===== src/rtl/jt12_op_gen.sv =====
`default_nettype none
// ============================================================================
// Module  : jt12_op_gen
// Brief   : Pipelined log-sine/exp FM operator with per-voice S1 feedback.
//           Optional OPL waveform select when JT12_OP_WAVE_EN is defined.
// Revision: 1.0
// ============================================================================
module jt12_op_gen #(
  parameter int NUM_VOICES = 6,
  parameter int OUT_W      = 9,
  localparam int VW        = (NUM_VOICES > 1) ? $clog2(NUM_VOICES) : 1
) (
  input  logic             clk,
  input  logic             rst,
  input  logic             clk_en,
  input  logic [VW-1:0]    voice,
  input  logic [1:0]       slot,
  input  logic [9:0]       phase_in,
  input  logic [13:0]      pm_in,
  input  logic [2:0]       fb,
  input  logic [1:0]       wave,
  input  logic [9:0]       atten,
  output logic [OUT_W-1:0] op_out,
  output logic [VW-1:0]    op_voice,
  output logic [1:0]       op_slot
);

  localparam int          NSTORE = 1 << VW;
  localparam logic [VW:0] C_NV   = NUM_VOICES[VW:0];
  localparam longint      C_ONE  = 64'sd1 << 30;
  localparam longint      C_PI   = 64'sd3373259426;
  localparam longint      C_LN2  = 64'sd744261118;

  // ROM contents are fixed at elaboration from the closed forms, Q30 integer maths.
  function automatic logic [11:0] ls_entry(input int i);
    longint t, t2, term, s, m, l;
    int     k;
    t    = (longint'(2 * i + 1) * C_PI) >>> 10;
    t2   = (t * t) >>> 30;
    term = t;
    s    = t;
    for (int n = 1; n <= 12; n++) begin
      term = -((term * t2) >>> 30) / longint'((2 * n) * (2 * n + 1));
      s    = s + term;
    end
    m = s;
    k = 0;
    for (int j = 0; j < 16; j++) begin
      if (m < C_ONE) begin
        m = m <<< 1;
        k = k + 1;
      end
    end
    l = 0;
    for (int b = 0; b < 20; b++) begin
      m = (m * m) >>> 30;
      l = l <<< 1;
      if (m >= 2 * C_ONE) begin
        m = m >>> 1;
        l = l + 1;
      end
    end
    return 12'(((longint'(k) <<< 20) - l + 2048) >>> 12);
  endfunction

  function automatic logic [9:0] ex_entry(input int i);
    longint y, term, s;
    y    = (longint'(i) * C_LN2) >>> 8;
    term = C_ONE;
    s    = C_ONE;
    for (int n = 1; n <= 14; n++) begin
      term = ((term * y) >>> 30) / longint'(n);
      s    = s + term;
    end
    return 10'((((s <<< 10) + (C_ONE >>> 1)) >>> 30) - 1024);
  endfunction

  logic [11:0] w_ls_rom [256];
  logic [9:0]  w_ex_rom [256];

  for (genvar g = 0; g < 256; g++) begin : g_rom
    localparam logic [11:0] C_LS = ls_entry(g);
    localparam logic [9:0]  C_EX = ex_entry(g);
    assign w_ls_rom[g] = C_LS;
    assign w_ex_rom[g] = C_EX;
  end

  logic [13:0]   r_fb1 [NSTORE];
  logic [13:0]   r_fb2 [NSTORE];

  logic [7:0]    r1_idx;
  logic          r1_sign;
  logic [9:0]    r1_atten;
  logic [VW-1:0] r1_voice;
  logic [1:0]    r1_slot;
`ifdef JT12_OP_WAVE_EN
  logic          r1_kill;
`endif
  logic [11:0]   r2_ta;
  logic          r2_sign;
  logic [VW-1:0] r2_voice;
  logic [1:0]    r2_slot;
  logic [12:0]   r3_mag;
  logic          r3_sign;
  logic [VW-1:0] r3_voice;
  logic [1:0]    r3_slot;
  logic [13:0]   r_result;
  logic [VW-1:0] r_op_voice;
  logic [1:0]    r_op_slot;

  logic [14:0]   w_fb_sum;
  logic [14:0]   w_fb_shr;
  logic [9:0]    w_pm;
  logic [9:0]    w_p;
  logic [7:0]    w_idx;
  logic          w_sign;
`ifdef JT12_OP_WAVE_EN
  logic          w_kill;
`endif
  logic [12:0]   w_ta_sum;
  logic [11:0]   w_ta;
  logic [12:0]   w_mag;
  logic [13:0]   w_res;
  logic          w_unused;

  always_comb begin
    w_fb_sum = {r_fb1[voice][13], r_fb1[voice]} + {r_fb2[voice][13], r_fb2[voice]};
    w_fb_shr = $signed(w_fb_sum) >>> (4'd10 - {1'b0, fb});
    if (slot != 2'd0)    w_pm = pm_in[10:1];
    else if (fb == 3'd0) w_pm = 10'd0;
    else                 w_pm = w_fb_shr[9:0];
    w_p    = phase_in + w_pm;
    w_idx  = w_p[8] ? ~w_p[7:0] : w_p[7:0];
    w_sign = w_p[9];
`ifdef JT12_OP_WAVE_EN
    w_kill = 1'b0;
    case (wave)
      2'd1:    begin w_kill = w_p[9]; w_sign = 1'b0; end
      2'd2:    w_sign = 1'b0;
      2'd3:    begin w_kill = w_p[8]; w_sign = 1'b0; end
      default: w_kill = 1'b0;
    endcase
`endif
  end

  always_comb begin
    w_ta_sum = {1'b0, r1_atten, 2'b00} + {1'b0, w_ls_rom[r1_idx]};
    w_ta     = w_ta_sum[12] ? 12'hFFF : w_ta_sum[11:0];
`ifdef JT12_OP_WAVE_EN
    if (r1_kill) w_ta = 12'hFFF;
`endif
    w_mag = {1'b1, w_ex_rom[~r2_ta[7:0]], 2'b00} >> r2_ta[11:8];
    w_res = r3_sign ? (14'd0 - {1'b0, r3_mag}) : {1'b0, r3_mag};
  end

`ifdef JT12_OP_WAVE_EN
  assign w_unused = ^{pm_in[13:11], pm_in[0], w_fb_shr[14:10]};
`else
  assign w_unused = ^{pm_in[13:11], pm_in[0], w_fb_shr[14:10], wave};
`endif

  always_ff @(posedge clk) begin
    if (!rst) begin
      r1_idx     <= '0;
      r1_sign    <= 1'b0;
      r1_atten   <= '0;
      r1_voice   <= '0;
      r1_slot    <= '0;
`ifdef JT12_OP_WAVE_EN
      r1_kill    <= 1'b0;
`endif
      r2_ta      <= '0;
      r2_sign    <= 1'b0;
      r2_voice   <= '0;
      r2_slot    <= '0;
      r3_mag     <= '0;
      r3_sign    <= 1'b0;
      r3_voice   <= '0;
      r3_slot    <= '0;
      r_result   <= '0;
      r_op_voice <= '0;
      r_op_slot  <= '0;
      for (int v = 0; v < NSTORE; v++) begin
        r_fb1[v] <= '0;
        r_fb2[v] <= '0;
      end
    end else if (clk_en) begin
      r1_idx     <= w_idx;
      r1_sign    <= w_sign;
      r1_atten   <= atten;
      r1_voice   <= voice;
      r1_slot    <= slot;
`ifdef JT12_OP_WAVE_EN
      r1_kill    <= w_kill;
`endif
      r2_ta      <= w_ta;
      r2_sign    <= r1_sign;
      r2_voice   <= r1_voice;
      r2_slot    <= r1_slot;
      r3_mag     <= w_mag;
      r3_sign    <= r2_sign;
      r3_voice   <= r2_voice;
      r3_slot    <= r2_slot;
      r_result   <= w_res;
      r_op_voice <= r3_voice;
      r_op_slot  <= r3_slot;
      // Stage-1 reads see the old store contents; out-of-range voices never write.
      if (r3_slot == 2'd0 && ({1'b0, r3_voice} < C_NV)) begin
        r_fb1[r3_voice] <= w_res;
        r_fb2[r3_voice] <= r_fb1[r3_voice];
      end
    end
  end

  assign op_out   = r_result[13 -: OUT_W];
  assign op_voice = r_op_voice;
  assign op_slot  = r_op_slot;

endmodule
`default_nettype wire


===== config.mk =====
export PLATFORM = sky130hd
export DESIGN_NAME = jt12_op_gen
export DESIGN_NICKNAME = d
export VERILOG_FILES = /design/src/rtl/jt12_op_gen.sv
export SDC_FILE = /design/constraint.sdc
export NUM_CORES = 1
export LEC_CHECK = 0
export CORE_AREA = 5 5 218 220
export CTS_CLUSTER_DIAMETER = 150
export DETAILED_ROUTE_END_ITERATION = 10
export DIE_AREA = 0 0 223 225
export GPL_TIMING_DRIVEN = 0
export PLACE_DENSITY = 0.72
export REMOVE_ABC_BUFFERS = 1
export SETUP_SLACK_MARGIN = 0.02
export SLEW_MARGIN = 20
export SYNTH_ARGS = -nofsm -noshare
export SYNTH_HDL_FRONTEND = slang
export SYNTH_SLANG_ARGS = --single-unit

===== constraint.sdc =====
create_clock -name clk -period 9.3 [get_ports clk]
set_input_delay 1.86 -clock clk [delete_from_list [all_inputs] [get_ports clk]]
set_output_delay 1.86 -clock clk [all_outputs]
set_load 0.03 [all_outputs]

# Word-level counts from Yosys, hierarchy flattened
# Memories as Yosys holds them, arrays and structs flattened. A register that Yosys moved wholly into a read port is not among the register bits.
# Index checks and enable logic that the tools add are counted.
dict set report totals {
  register_bits 80
  mem_bits_rw 224
  romBits 5632
  inputBits 47
  output_inout_bits 14
  elab_cells 62
  n_memories 4
}
dict set report classes {
  n_addsub 5
  magnitude_cmp 3
  shifts 2
  muxes 22
  n_bitwise 4
  n_reduce_logical 6
}
# name words width rd rd_ports_with_merged_regs write_ports line
set mem_list {}
lappend mem_list {{(no name shown)} 256 12 1 0 0 147} ;# w_ta_sum = {1'b0, r1_atten, 2'b00} + {1'b0, w_ls_rom[r1_idx]};
lappend mem_list {{(no name shown)} 256 10 1 0 0 152} ;# w_mag = {1'b1, w_ex_rom[~r2_ta[7:0]], 2'b00} >> r2_ta[11:8];
lappend mem_list {r_fb1 8 14 2 1 8 88} ;# logic [13:0] r_fb1 [NSTORE];
lappend mem_list {r_fb2 8 14 1 0 8 89} ;# logic [13:0] r_fb2 [NSTORE];
# op n
set op_table {}
lappend op_table {{$mux 14} 3}
lappend op_table {{$mux 10} 4}
lappend op_table {{$mux 12} 3}
lappend op_table {{$reduce_or 14->1} 2}
lappend op_table {{$ge 9x9->1 const B} 2}
lappend op_table {{$not 8->9} 2}
lappend op_table {{$not 8->8} 2}
lappend op_table {{$add 14x14->15} 1}
lappend op_table {{$sshr 15x4->10} 1}
lappend op_table {{$sub 1x13->14 const A} 1}
lappend op_table {{$add 12x12->13} 1}
lappend op_table {{$shr 13x4->13} 1}
lappend op_table {{$mux 3} 4}
lappend op_table {{$add 10x10->10} 1}
lappend op_table {{$mux 8} 1}
lappend op_table {{$mux 1} 7}
lappend op_table {{$sub 4x3->4 const A} 1}
lappend op_table {{$logic_not 3->1} 1}
lappend op_table {{$lt 3x3->1 const B} 1}
lappend op_table {{$logic_not 2->1} 1}
lappend op_table {{$reduce_bool 2->1} 1}
lappend op_table {{$logic_and 1x1->1} 1}

# Longest topological paths before layout
dict set report logic_depth {
  word_depth 8
  ltp_mapped 25
  mapped_depth_nobuf 23
}

# Worst setup path after synthesis
# Ideal clock, no wire load.
dict set report synth_timing {
  kind {in2reg}
  startpoint {input port voice[0]}
  endpoint {register r1_sign}
  setup_time_ps 133
  arrival_ps 8122
  t_required_ps 9167
  slack_ps 1045
  stages 24
  n_path_buf 2
  path_cell_list {buf_1 -> buf_1 -> mux4_2 -> mux2_2 -> ha_1 -> inv_1 -> fa_1 -> nor2b_4 -> o31ai_2 -> a2111oi_2 -> or3_1 -> a221o_1 -> and3_1 -> a221o_1 -> o31ai_1 -> ha_1 -> a211oi_1 -> a21oi_1 -> o41ai_1 -> or4b_1 -> o211ai_1 -> o2bb2ai_1 -> a31oi_1 -> a31oi_1}
}
dict set report synth_via {
  elab_chain_cells 6
  word_cells_on_any_way 7
  classes_between {2 x add/sub; 1 x shift; 2 x mux; 2 x memory}
}
# item line
set synth_rtl {}
lappend synth_rtl {{start, declared} 16} ;# input logic [VW-1:0] voice,
lappend synth_rtl {{$mem_v2 8x14, on equally long branches} --}
lappend synth_rtl {{$add 14x14->15 (*)} 127} ;# w_fb_sum = {r_fb1[voice][13], r_fb1[voice]} + {r_fb2[voice][13], r_fb2[voice]};
lappend synth_rtl {{$sshr 15x4->10 (*)} 128} ;# w_fb_shr = $signed(w_fb_sum) >>> (4'd10 - {1'b0, fb});
lappend synth_rtl {{$mux 10 (*)} 130} ;# else if (fb == 3'd0) w_pm = 10'd0;
lappend synth_rtl {{$mux 10 (*)} 129} ;# if (slot != 2'd0) w_pm = pm_in[10:1];
lappend synth_rtl {{$add 10x10->10 (*)} 132} ;# w_p = phase_in + w_pm;
lappend synth_rtl {{end signal, assigned} 189} ;# r1_sign <= w_sign;
lappend synth_rtl {{end, declared} 92} ;# logic r1_sign;
# Every way passes the cells marked *; elsewhere a longest branch is shown, timed or not.
# A chain may end at the register's enable or synchronous reset.

# Worst setup path in the final report
dict set report layout_timing {
  startpoint {input port fb[0]}
  endpoint {register r1_idx[7]}
}
dict set report layout_via {
  elab_chain_cells 7
  word_cells_on_any_way 8
  classes_between {2 x add/sub; 1 x shift; 3 x mux; 1 x bitwise; 1 x reduce/logical}
}
# item line
set layout_rtl {}
lappend layout_rtl {{start, declared} 20} ;# input logic [2:0] fb,
lappend layout_rtl {{$sub 4x3->4} 128}
lappend layout_rtl {{$sshr 15x4->10} 128}
lappend layout_rtl {{$mux 10 (*)} 130}
lappend layout_rtl {{$mux 10 (*)} 129}
lappend layout_rtl {{$add 10x10->10 (*)} 132}
lappend layout_rtl {{$not 8->8} 133} ;# w_idx = w_p[8] ? ~w_p[7:0] : w_p[7:0];
lappend layout_rtl {{$mux 8 (*)} 133}
lappend layout_rtl {{end signal, assigned} 188} ;# r1_idx <= w_idx;
lappend layout_rtl {{end, declared} 91} ;# logic [7:0] r1_idx;
# Marks and branches as above.

==> out/results.ini <==
[placement]
gpl.final_weighted_congestion=0.919
dpl-instance-area_um2=21900
number_of_placed_instances_with_taps_included=2639
dp.final_hpwl_um=39200
port_buffers=54

[final_layout]
antenna_cells_inserted=0
post-route-cell-area_um2=23000
final.fill_count=4062
area_delta_synth_final_pct=11.8
final_cell_count_no_fill=2697
final_nets=2187
final-seq-area_um2=8310
multiInputGateArea_um2=11700
layout-drive-gt1-share=0.123

[route]
first_iter_violations=2042
postRouteWirelength_um=59200
detailroute.via_count=17200
post_route_drc=0
viasPerCell=6.39
routedWlPerCell_um=22.0
postRouteAntennaNets=0
drt-pass1-iter-count=6

[die]
die_height_um=225
top_level_ports=61
core_region_area_um2=45100
die-width_um=223
floorplan.initialDensity=0.457
die_area_um2=50200
placement_rows=78

[clocking]
postCtsHoldBufs=0
numClockSinks=302
cts.htree.levels=1
cts.repair_timing.setup_buffer_count=0
cts-root-buf=clkbuf_16
cts_inserted_buffers=31
clkTransAtPathRegs_ps=70
clock_insertion_delay_worst_skew_ps=600
clock_tree.buffer_depth=3
tritoncts_clock_tree=built
cts_repair_resize_count=0

[grt]
grt_antenna_before_repair=0
grt_usage=0.229
maximum_number_of_pins_on_one_net_before_global_route_repair=83
first_pass_grt_wire_length_um=94200
grt_overflow_total=0
grt_pass1_vias=16600

[sta]
post-route-period-util=0.888
report.final.hold_viol_count=0
timing.final.setup_violations=0
finalCriticalPeriod_ps=8260
fin_worst_skew_ps=30.4
max_clock_freq_mhz=121
timing.slew.headroom=0.277
finalMaxSlewViolations=0
unrepaired_setup_endpoints_after_global_routing=no
max_slew.worst_pin.slew_ps=1080

[power_and_ir_drop]
power.static_leakage_nw=8.13
peakVddDrop_mv=0.154
power_density_nw_per_um2=221

[setup_path]
critPathKind=input pin to flip-flop
rr_worst_depth=22
endpoint_class_of_the_critical_path=flip-flop
reg2reg_to=r1_idx[7]$_SDFFE_PN0P_
critPathSlowestCell=clkdlybuf4s50_1
worstPathMaxFanout=23
cells_along_the_critical_path=clkdlybuf4s50_1 -> inv_1 -> ha_1 -> inv_1 -> nor2_1 -> nand4_1 -> o2111ai_1 -> a221o_1 -> a22o_1 -> o22ai_1 -> a221o_1 -> fa_1 -> a21o_1 -> a21oi_1 -> nor2b_1 -> o21a_1 -> o41ai_1 -> xnor2_1 -> xnor2_1 -> a211oi_1
timing.rr.start=r_fb1[7][0]$_SDFFCE_PN0P_
worst-r2r-setup-slack_ps=2700
crit_path_start=fb[0]
timing.critical_path.arrival_ps=8740
critical_path.startpoint_type=input pin
cp_slowest_stage_delay_ps=1040
cp_data_required_time_ps=9780

[synth]
synth.yosys.seq_area_share=0.403
synth_top_family_by_area=compound AO/OA/AOI/OAI gates
post_synthesis_adder_cell_area_fraction=0.0424
yosysMostFrequentCell=nor2_1
share_of_the_synthesized_area_in_compound_gates_ao_oa_aoi_oai=0.182
synthXorXnorAreaFrac=0.0243
yosys_warnings=0
mappedNetlistArea_um2=20600
synthesis.area_per_instance_um2=9.85
synth.top_cells.by_area=edfxtp_1 (33%), mux4_2 (11%), dfxtp_1 (7.6%)
synth_flop_cell=edfxtp_1
synthDominantCellAreaShare=0.327
yosysTopAreaCell=edfxtp_1
synthTopCellsByCount=nor2_1 (332), edfxtp_1 (224), clkbuf_1 (146)
async_reset_ff_frac=0
post_synthesis_mux_area_share=0.160
ys_ff_latch=302
syn-instance-count=2089
synth-simple-area-share=0.146
edff_count_synth=224
synth_cell_type_count=83

[min_path]
timing.hold.worst_path_depth=2
hold_path.class=flip-flop to flip-flop
end_point_of_the_most_critical_hold_path=r_result[6]$_SDFFE_PN0P_
timing.hold.worst.start=r_result[6]$_SDFFE_PN0P_

[run_status]
run_status=complete, no violations

[job]
cap_violations=0

## how the worst max path moves through the flow
stage	to
6_report	r1_idx[7]$_SDFFE_PN0P_
5_1_grt	r1_idx[5]$_SDFFE_PN0P_
2_1_floorplan	r1_sign$_SDFFE_PN0P_
3_3_place_gp	r1_sign$_SDFFE_PN0P_
3_5_place_dp	r1_sign$_SDFFE_PN0P_
4_1_cts	r1_idx[7]$_SDFFE_PN0P_
## registers in the layout, indices dropped and copies added (netlist names), named ones only
register / flops
r2_ta: 12
r1_voice: 3
r2_slot: 2
r3_sign: 1
r3_mag: 13
r_fb1: 112
r_result: 9
op_voice: 3
r2_voice: 3
r2_sign: 1
r3_voice: 3
r1_slot: 2
r3_slot: 2
r1_idx: 8
r1_sign: 1
op_slot: 2
r_fb2: 112
r1_atten: 10
## logic make-up after synthesis
kind of cell    after synthesis
xor+xnor                     57
buf+inv                     230
flops                       302
compound gates              562
other cells                   1
fa+ha+maj                    68
mux                         199
simple gates                670
## cells in the final DEF, fill, tap and decap left out, types with 13 or more instances in the layout
cell,Yosys,layout
nor2b_1,28,28
o311ai_0,16,16
nor3_1,33,33
or3_1,18,18
o211ai_1,33,33
a211oi_1,34,34
buf_12,0,14
ha_1,65,65
dfxtp_1,78,65
xnor2_1,40,40
o22ai_1,14,14
mux2_2,31,31
nand3_1,35,34
a221oi_1,18,18
a21o_1,13,13
mux4_2,101,101
clkdlybuf4s50_1,0,49
edfxtp_1,224,224
o21ai_0,123,123
mux2i_1,67,67
nor2_1,332,332
a21oi_1,134,134
clkbuf_16,0,32
nand2_1,127,119
inv_1,43,42
nand2b_1,33,31
o31ai_1,19,19
xor2_1,17,17
conb_1,1,56
a31oi_1,31,31
## per-layer routing
metal	GRT usage	routed length [µm]
met5	0	0
met4	0.0518	1440
met3	0.0341	4760
met2	0.383	28800
met1	0.319	24200
## final cells by class
type,instances,share of cell area
flip-flops and latches,302,0.361
clock buffers,34,0.0351
clock inverters,24,0.0123
repair buffers,77,0.0446
well taps,600,0.0326
multi-input cells,1612,0.506
inverters,48,0.00794
## critical path, delay by kind of cell
family                     cells  cell delay, ps
xor gates and xnor gates       2             720
buffers and inverters          3            2000
AOI/OAI and AO/OA             10            2400
and+or+nand+nor                3             470
adders and majority gates      2            1270
## power breakdown
group	switching, mW	internal [mW]	leakage (nW)
clock	0.548	0.775	0.537
combinational	1.17	0.809	4.65
sequential	0.241	1.55	2.94
total	1.96	3.13	8.13
## metrics by stage
step	setup WS, ps	power [mW]	hold WS, ps	util	TNS [ps]
2_1_floorplan	2110	3.14	460	-	0
3_3_place_gp	-2480	3.70	473	0.474	-46140
3_5_place_dp	636	3.73	485	0.486	0
4_1_cts	1160	5.06	496	0.511	0
5_1_grt	457	5.37	514	0.510	0
6_report	1040	5.09	489	0.510	0
Note: power is estimated with default switching activity, not from simulation.
